File: src/rtl/mealy_pack_pkg.sv
// Shared types and sizes for the Mealy detector result packer.
// The packed word carries one x bit and one y bit per sample plus a fill length.
package mealy_pack_pkg;

   localparam int SAMPLES    = 11;
   localparam int FIFO_DEPTH = 4;
   localparam int LENW       = $clog2(SAMPLES + 1);

   typedef struct packed {
      logic [SAMPLES-1:0] x;
      logic [SAMPLES-1:0] y;
      logic [LENW-1:0]    len;
   } packed_word_t;

   typedef enum logic {
      ST_EMPTY   = 1'b0,
      ST_FILLING = 1'b1
   } pack_state_t;

   // True when the sample that is being added makes the word complete.
   function automatic logic is_last_slot(input logic [LENW-1:0] fill_cnt);
      return fill_cnt == LENW'(SAMPLES - 1);
   endfunction

endpackage

File: src/rtl/mealy_pack_fifo.sv
// Small synchronous first-word-fall-through FIFO of packed words.
// A push while full is only accepted when a pop frees a slot on the same edge.
module mealy_pack_fifo
   import mealy_pack_pkg::*;
#(
   parameter int DEPTH = FIFO_DEPTH
) (
   input  logic         clk,
   input  logic         reset,
   input  logic         push,
   input  packed_word_t push_data,
   input  logic         pop,
   output logic         full,
   output logic         empty,
   output logic         push_accepted,
   output packed_word_t head
);

   localparam int AW = $clog2(DEPTH);

   logic [AW:0]  wr_ptr_reg;
   logic [AW:0]  rd_ptr_reg;
   logic [AW:0]  wr_ptr_next;
   logic [AW:0]  rd_ptr_next;
   logic         do_pop;
   packed_word_t mem [DEPTH];

   // Pointers carry one extra wrap bit so full and empty are distinguishable.
   assign empty = (wr_ptr_reg == rd_ptr_reg);
   assign full  = (wr_ptr_reg[AW] != rd_ptr_reg[AW]) &&
                  (wr_ptr_reg[AW-1:0] == rd_ptr_reg[AW-1:0]);

   assign do_pop        = pop && !empty;
   assign push_accepted = push && (!full || do_pop);

   assign wr_ptr_next = push_accepted ? wr_ptr_reg + 1'b1 : wr_ptr_reg;
   assign rd_ptr_next = do_pop        ? rd_ptr_reg + 1'b1 : rd_ptr_reg;

   always_ff @(posedge clk or posedge reset) begin
      if (reset) begin
         wr_ptr_reg <= '0;
         rd_ptr_reg <= '0;
      end else begin
         wr_ptr_reg <= wr_ptr_next;
         rd_ptr_reg <= rd_ptr_next;
      end
   end

   always_ff @(posedge clk) begin
      if (push_accepted) begin
         mem[wr_ptr_reg[AW-1:0]] <= push_data;
      end
   end

   assign head = mem[rd_ptr_reg[AW-1:0]];

endmodule

File: src/rtl/mealy_result_packer.sv
// Packs the detector's doutx/douty pairs into SAMPLES-wide words, first sample in MSB,
// and queues completed or flushed words for a valid/ready consumer.
module mealy_result_packer
   import mealy_pack_pkg::*;
#(
   parameter int DEPTH = FIFO_DEPTH
) (
   input  logic               clk,
   input  logic               reset,
   input  logic               in_valid,
   input  logic               doutx,
   input  logic               douty,
   input  logic               flush,
   output logic               out_valid,
   input  logic               out_ready,
   output logic [SAMPLES-1:0] out_x,
   output logic [SAMPLES-1:0] out_y,
   output logic [LENW-1:0]    out_len,
   output logic               overflow
);

   pack_state_t        state_reg;
   pack_state_t        state_next;
   logic [LENW-1:0]    fill_cnt_reg;
   logic [LENW-1:0]    fill_cnt_next;
   logic [SAMPLES-1:0] x_sr_reg;
   logic [SAMPLES-1:0] x_sr_next;
   logic [SAMPLES-1:0] y_sr_reg;
   logic [SAMPLES-1:0] y_sr_next;
   logic               overflow_reg;

   logic [SAMPLES-1:0] slot_hit;
   logic [SAMPLES-1:0] x_word;
   logic [SAMPLES-1:0] y_word;
   logic [LENW-1:0]    len_word;
   logic               close_word;

   logic               push_valid;
   packed_word_t       push_word;
   logic               fifo_full;
   logic               fifo_empty;
   logic               fifo_pop;
   logic               push_accepted;
   packed_word_t       fifo_head;

   // One-hot select of the bit position the next sample lands in.
   genvar gi;
   generate
      for (gi = 0; gi < SAMPLES; gi++) begin : g_slot
         assign slot_hit[gi] = (fill_cnt_reg == LENW'(SAMPLES - 1 - gi));
      end
   endgenerate

   // Word contents as they would look including this cycle's sample.
   always_comb begin
      x_word   = x_sr_reg;
      y_word   = y_sr_reg;
      len_word = fill_cnt_reg;
      if (in_valid) begin
         x_word   = x_sr_reg | ({SAMPLES{doutx}} & slot_hit);
         y_word   = y_sr_reg | ({SAMPLES{douty}} & slot_hit);
         len_word = fill_cnt_reg + 1'b1;
      end
   end

   // A flush only closes a word if it holds at least one sample after this cycle.
   assign close_word = (in_valid && is_last_slot(fill_cnt_reg)) ||
                       (flush && (state_reg == ST_FILLING || in_valid));

   always_ff @(posedge clk or posedge reset) begin
      if (reset) begin
         state_reg    <= ST_EMPTY;
         fill_cnt_reg <= '0;
         x_sr_reg     <= '0;
         y_sr_reg     <= '0;
      end else begin
         state_reg    <= state_next;
         fill_cnt_reg <= fill_cnt_next;
         x_sr_reg     <= x_sr_next;
         y_sr_reg     <= y_sr_next;
      end
   end

   always_comb begin
      state_next    = state_reg;
      fill_cnt_next = fill_cnt_reg;
      x_sr_next     = x_sr_reg;
      y_sr_next     = y_sr_reg;
      if (close_word) begin
         state_next    = ST_EMPTY;
         fill_cnt_next = '0;
         x_sr_next     = '0;
         y_sr_next     = '0;
      end else if (in_valid) begin
         state_next    = ST_FILLING;
         fill_cnt_next = len_word;
         x_sr_next     = x_word;
         y_sr_next     = y_word;
      end
   end

   always_comb begin
      push_valid     = close_word;
      push_word.x    = x_word;
      push_word.y    = y_word;
      push_word.len  = len_word;
   end

   assign fifo_pop = out_ready && !fifo_empty;

   mealy_pack_fifo #(
      .DEPTH(DEPTH)
   ) u_fifo (
      .clk          (clk),
      .reset        (reset),
      .push         (push_valid),
      .push_data    (push_word),
      .pop          (fifo_pop),
      .full         (fifo_full),
      .empty        (fifo_empty),
      .push_accepted(push_accepted),
      .head         (fifo_head)
   );

   // Sticky: any word lost to a full queue is remembered until reset.
   always_ff @(posedge clk or posedge reset) begin
      if (reset) begin
         overflow_reg <= 1'b0;
      end else if (push_valid && !push_accepted) begin
         overflow_reg <= 1'b1;
      end
   end

   assign overflow  = overflow_reg;
   assign out_valid = !fifo_empty;
   assign out_x     = fifo_empty ? '0 : fifo_head.x;
   assign out_y     = fifo_empty ? '0 : fifo_head.y;
   assign out_len   = fifo_empty ? '0 : fifo_head.len;

endmodule

File: config.mk
export PLATFORM = sky130hd
export DESIGN_NAME = mealy_result_packer
export DESIGN_NICKNAME = d
export VERILOG_FILES = /design/src/rtl/mealy_pack_pkg.sv /design/src/rtl/mealy_pack_fifo.sv /design/src/rtl/mealy_result_packer.sv
export SDC_FILE = /design/constraint.sdc
export NUM_CORES = 1
export LEC_CHECK = 0
export CORE_MARGIN = 2
export CORE_UTILIZATION = 61
export CTS_BUF_LIST = sky130_fd_sc_hd__clkbuf_8
export DETAILED_ROUTE_END_ITERATION = 16
export PLACE_DENSITY = 0.91
export SLEW_MARGIN = 30
export SYNTH_ARGS = -nofsm -noshare
export SYNTH_HDL_FRONTEND = slang
export SYNTH_HIERARCHICAL = 1
export SYNTH_SLANG_ARGS = --single-unit
File: constraint.sdc
create_clock -name clk -period 4.68 [get_ports clk]
set_input_delay 1.404 -clock clk [delete_from_list [all_inputs] [get_ports clk]]
set_output_delay 1.404 -clock clk [all_outputs]
set_load 0.1 [all_outputs]
== Word-level counts from Yosys, hierarchy flattened ==
Memories as Yosys holds them, arrays and structs flattened.
Cells that the tools add are included.
Cells by class
  add/sub/neg operators: 3
  eq/ne operators: 13
  multiplexer cells: 16
  bitwise operators: 4
  reductions and logical operators: 15
Operator list (count)
  $mux 11: 8
  $and 11x11->11: 2
  $or 11x11->11: 2
  $eq 4x3->1 const B: 4
  $mux 4: 4
  $eq 4x4->1 const B: 3
  $eq 4x2->1 const B: 2
  $logic_and 1x1->1: 7
  $add 3x1->3 const B: 2
  $add 4x1->4 const B: 1
  $eq 4x1->1 const B: 1
  $logic_not 4->1: 1
  $mux 1: 4
  $eq 3x3->1: 1
  $logic_not 1->1: 3
  $logic_or 1x1->1: 3
  $eq 2x2->1: 1
  $reduce_bool 2->1: 1
  $ne 1x1->1: 1
Storage, ports and cells
  register bits: 34
  bits in writable memories: 104
  input bits: 7
  word-level logic and storage cells: 59
  memories kept: 1
Memories
  u_fifo.mem: depth 4, width 26, rd ports 1, clocked after memory_dff 0, wr ports 1, line mealy_pack_fifo.sv:26  | packed_word_t mem [DEPTH];

== Longest topological paths before layout ==
Gate-level depths: netlist (run 1).
  depth in word-level cells: 8
  gate-level depth with buffers: 9
  gate-level depth less buffers: 8

== Modules after synthesis ==
The synthesis (run 1) kept the hierarchy.
Modules (own cells, without submodules)
  mealy_pack_fifo: instances 1, cells an instance 181, area each 4219.0 µm², sequential area each 3273.1 µm²
  mealy_result_packer: instances 1, cells an instance 137, area each 1475.2 µm², sequential area each 700.7 µm²

== Least setup slack after synthesis (run 1) ==
Ideal clock, no wire load.
  path kind: flip-flop to output port
  from: reg u_fifo.rd_ptr_reg[0]
  to: out out_x[0]
  data arrival time: 2653 ps
  required time: 3276 ps
  slack: 623 ps
  stages on the path, launching flop included: 6
  path buffers: 2
  path through: dfrtp_1 -> buf_6 -> xor2_2 -> nor3_1 -> clkbuf_1 -> nor2b_1
Between the ends
  word-level cells in the longest chain between the ends: 2
RTL lines
  start: declaration: line mealy_pack_fifo.sv:22  | logic [AW:0] rd_ptr_reg;
  start signal: assignment: line mealy_pack_fifo.sv:45  | rd_ptr_reg <= rd_ptr_next;
  $eq 3x3->1: line mealy_pack_fifo.sv:29  | assign empty = (wr_ptr_reg == rd_ptr_reg);
  net fifo_empty: line mealy_result_packer.sv:41  | logic fifo_empty;
  $mux 11: line mealy_result_packer.sv:136  | assign out_x = fifo_empty ? '0 : fifo_head.x;
  end: declaration: line mealy_result_packer.sv:16  | output logic [SAMPLES-1:0] out_x,
The timed path passes the listed nets, and every way through them passes these cells.

==> flow_summary.yaml, run 1 <==
run_status:
  status: "completed"
worst_setup_path:
  worst-path-buf-inv: 2
  critPathLaunch: "u_fifo/rd_ptr_reg[0]"
  cpPeakStageDelay_ns: 0.78
  worstPathCellList: "buf_4 -> mux4_2 -> nor2b_1 -> buf_4"
  worstPathRequired_ns: 3.28
  crit_type: "flip-flop to primary output"
  r2r_cells: 7
  slowest_stage: "dfrtp_2"
  end_kind: "primary output"
  cp_common_cell: "buf_4"
  path_delay_family: "flip-flops"
  endpoint: "out_len[0]"
  path_depth: 4
  r2r-start: "u_fifo/rd_ptr_reg[1]"
  r2r_end: "u_fifo/mem[2][15]"
  start_kind: "flip-flop"
  reg2reg_setup_slack_ns: 1.63
  cp.arrival_ns: 2.48
  crit_fanout: 18
placed_design:
  place_area_mm2: 0.006141
  dpl.hpwl_um: 6828
  place_congestion: 0.7910
  numPortBuffers: 34
logic_synthesis:
  synth_area_per_cell_um2: 17.91
  synth_seq_cells: 138
  synthArstFlopShare_pct: 24.64
  ys_seq_area_share_pct: 69.79
  synth.area.top_cells: "edfxtp_1 55%, dfrtp_1 15%, mux4_2 10%"
  ys_warn_count: 6
  ys.flop_type: "edfxtp_1"
  synth_edf_count: 104
  syn-num-nets: 334
  synth_area_mm2: 0.005694
  yosys.area.top_type: "edfxtp_1"
  synth_top_area_share_pct: 54.85
  synthCells: 318
  synth.distinct_cells: 39
floorplan:
  die-area_mm2: 0.01012
  coreArea_mm2: 0.009153
  start_util_pct: 62.21
  rows: 35
  die_y_um: 100.6
  die_w_um: 100.6
  ios: 35
layout:
  drive_gt1_share_pct: 28.65
  area_growth_syn_to_layout_pct: 13.21
  layout_commonest_cell: "edfxtp_1"
  fin_area_mm2: 0.006446
  largest_register_ffs: 104
  postLayoutCoreUtil_pct: 70.43
  final_cell_mix: "104 x edfxtp_1, 41 x nor2b_1, 40 x buf_4"
  diodes: 0
  layout.nets: 388
timing:
  hold_viol_final: 0
  final.setup.tns_ns: 0
  rsz0062_at_grt: "no"
  whs_ns: 0.5317
  period_minus_slack_ns: 3.883
  maxSlewViolCount: 0
  finalSetupViolations: 0
  clock_skew_ns: 0.01174
  clock.fmax_mhz: 257.5
  fin_crit_sh_pct: 82.97
  slew-limit-headroom_pct: 35.58
  worstMarginPinSlew_ns: 0.9633
clock_tree:
  clk_latency_ns: 0.42
  cts-root-buf: "clkbuf_8"
  cts_setup_buffers: 0
  cts.sinks: 138
  clk_path_buf_depth: 2
  cts.clk_slew.worst_paths_ns: 0.07
  cts_buffers: 17
  ctsHoldBuffers: 0
  cts-resized-gates: 0
  htree_levels: 4
  cts_tree: "done"
flow_run:
  maxCapViolCount: 0
routing:
  wl_met3_um: 354
  drt.antenna.violating_nets: 0
  dr_total_vias: 2896
  wl_met2_um: 5250
  via_per_inst: 5.851
  wirelength_um: 10050
  post_drt_wl_per_cell_um: 20.31
  drc: 0
  drt-met1-wl_um: 4251
  drtIter0Drc: 219
  first_pass_iters: 6
  top_layer: "met4"
hold_path:
  worstHoldPathCells: 1
  hp-class: "flip-flop to flip-flop"
global_routing:
  grt_pass1_vias: 2949
  grt_first_pass_wirelength_um: 15680
  track_usage_pct: 21.71
  antenna_found_initial: 0
  grt-ovfl-total: 0
  grt_max_degree: 29
-- kinds of logic (layout without fill, tap and decap cells) --
family	after synthesis	after routing	share of synthesized area, %
mux	28	28	10.74
fa+ha+maj	9	9	1.978
buf+inv	24	90	2.197
simple gates	78	78	9.031
flops	138	138	69.79
compound gates	32	32	4.417
xor+xnor	9	9	1.846
-- routing by layer --
layer  vias to the layer above  track usage [%]
met5                         -                0
met4                         0            7.903
met3                        15            6.241
met2                        76            35.59
met1                      1496            28.04
li1                       1309                -
-- worst min-delay path by stage --
stage / start / end / slack (ns)
floorplan: state_reg / state_reg / 0.48
global placement: overflow / overflow / 0.48
detailed placement: overflow / overflow / 0.51
CTS: overflow / overflow / 0.53
global route: overflow / overflow / 0.54
finish: overflow / overflow / 0.53
-- synth_stat cells, types with 2 or more instances --
master,number
buf_4,2
xnor2_1,5
xor2_1,2
nor2_1,5
dfrtp_1,34
and2b_1,6
nor2b_1,41
nor2b_2,4
a21oi_1,2
inv_1,12
mux4_2,26
and4b_1,2
buf_6,3
o31ai_1,3
nand2_1,6
and3_1,2
edfxtp_1,104
buf_2,4
and4b_4,2
clkbuf_1,3
nor3_1,3
a21o_1,22
ha_1,9
-- metrics by stage --
stage	setup slack (ns)	instances
2_1_floorplan	0.6232	318
5_1_grt	0.5925	495
6_report	0.7968	495
3_3_place_gp	1.184	464
4_1_cts	0.7005	495
3_5_place_dp	1.103	464
-- layout make-up --
type	instances	area [um2]
Timing Repair Buffer	47	370.4
Fill cell	546	2706
Clock buffer	17	234.0
Inverter	12	45.04
Clock inverter	14	71.32
Tap cell	111	138.9
Multi-Input combinational cell	156	1612
Sequential cell	138	3975
Power of run 1 is not shown: default switching activity piles up to over one toggle a cycle in this logic, so the estimate is an artifact.
==> inputs of run 2 (changes only) <==
clock period = 4 ns   (was 4.68 ns; I/O delays follow)
==> flow_summary.yaml, run 2 (synthesis results as in run 1) <==
run_status:
  status: "completed"
global_routing:
  grt_max_degree: 29
  antenna_found_initial: 0
  grt_first_pass_wirelength_um: 18120
  grt_pass1_vias: 3235
  grt-ovfl-total: 0
  track_usage_pct: 25.21
layout:
  final_cell_mix: "104 x edfxtp_1, 41 x nor2b_1, 33 x dfrtp_1"
  diodes: 0
  layout.nets: 390
  drive_gt1_share_pct: 31.01
  largest_register_ffs: 104
  layout_commonest_cell: "edfxtp_1"
  area_growth_syn_to_layout_pct: 20.68
  fin_area_mm2: 0.006872
routing:
  first_pass_iters: 4
  wirelength_um: 11420
  drc: 0
  wl_met3_um: 829
  dr_total_vias: 2977
  drtIter0Drc: 299
  post_drt_wl_per_cell_um: 22.93
  wl_met2_um: 6032
  via_per_inst: 5.978
  top_layer: "met4"
  drt-met1-wl_um: 4397
  drt.antenna.violating_nets: 0
worst_setup_path:
  slowest_stage: "dfrtp_2"
  crit_type: "flip-flop to primary output"
  path_delay_family: "flip-flops"
  cp.arrival_ns: 2.38
  path_depth: 5
  crit_fanout: 18
  worstPathRequired_ns: 2.80
  r2r_cells: 7
  end_kind: "primary output"
  worst-path-buf-inv: 2
  start_kind: "flip-flop"
  cpPeakStageDelay_ns: 0.60
  worstPathCellList: "xor2_2 -> nor3_2 -> buf_4 -> nor2b_1 -> buf_12"
clock_tree:
  clk_path_buf_depth: 2
  cts-root-buf: "clkbuf_8"
  ctsHoldBuffers: 0
  cts.sinks: 138
  cts_setup_buffers: 0
  cts_tree: "done"
  cts_buffers: 17
  cts.clk_slew.worst_paths_ns: 0.08
  cts-resized-gates: 0
  clk_latency_ns: 0.44
  htree_levels: 4
timing:
  final.setup.tns_ns: 0
  clock.fmax_mhz: 279.3
  finalSetupViolations: 0
  maxSlewViolCount: 0
  rsz0062_at_grt: "no"
  hold_viol_final: 0
  worstMarginPinSlew_ns: 0.9581
  setup_ws_ns: 0.4191
  slew-limit-headroom_pct: 35.93
  period_minus_slack_ns: 3.581
  fin_crit_sh_pct: 89.52
  clock_skew_ns: 0.01194
floorplan:
  coreArea_mm2: 0.009153
  ios: 35
  start_util_pct: 62.21
  die_y_um: 100.6
  rows: 35
  die_w_um: 100.6
  die-area_mm2: 0.01012
flow_run:
  maxCapViolCount: 0
placed_design:
  numPortBuffers: 34
  place_area_mm2: 0.006494
  place_congestion: 0.8345
  dpl.hpwl_um: 7513
  dp_slack_ns: 0.6537
hold_path:
  worstHoldPathCells: 1
  hp-class: "flip-flop to flip-flop"
==> run 2: worst reg2reg max path, delay by kind of cell (launching register included) <==
kind / cells / cell delay, ns
DFF: 1 / 0.60
xor gates and xnor gates: 1 / 0.48
and+or+nand+nor: 3 / 1.00
AOI/OAI and AO/OA: 1 / 0.23
buffers and inverters: 2 / 0.52
==> run 2: final cells by class <==
cell class / count / area, um2
Clock buffer: 17 / 234.0
Tap cell: 111 / 138.9
Clock inverter: 15 / 143.9
Multi-Input combinational cell: 156 / 1612
Timing Repair Buffer: 49 / 723.2
Inverter: 12 / 45.04
Fill cell: 465 / 2281
Sequential cell: 138 / 3975
==> run 2: metrics by stage <==
stage | instances | hold WS, ns | util [%]
floorplan | 318 | 0.4799 | -
global placement | 466 | 0.4727 | 70.95
detailed placement | 466 | 0.4866 | 70.95
finish | 498 | 0.5088 | 75.08
CTS | 498 | 0.5070 | 75.08
global route | 498 | 0.5304 | 75.08
==> run 2: routing by layer <==
| layer | vias to the layer above | global-route usage [%] |
|---|---|---|
| met5 | - | 0 |
| met4 | 0 | 8.957 |
| met3 | 14 | 5.756 |
| met2 | 122 | 42.21 |
| met1 | 1524 | 32.85 |
| li1 | 1317 | - |
==> run 2: final timing paths <==
path	from	to	slack, ns
setup / recovery	u_fifo/rd_ptr_reg[0]	out_x[3]	0.42
hold / removal	overflow	overflow	0.51
setup reg to reg	u_fifo/rd_ptr_reg[0]	u_fifo/mem[2][6]	0.87
hold reg to reg	overflow	overflow	0.51
max in group asynchronous	reset	y_sr_reg[6]	2.38
min in group asynchronous	reset	u_fifo/wr_ptr_reg[2]	1.07
Power of run 2 is left out for the same reason.
==> inputs of run 3 (changes only) <==
SKIP_CTS_REPAIR_TIMING = 1   (was not set)
==> results of run 3 <==
Final layout, timing and power as in run 2 (identical DEF).
Power of run 3 is left out for the same reason.
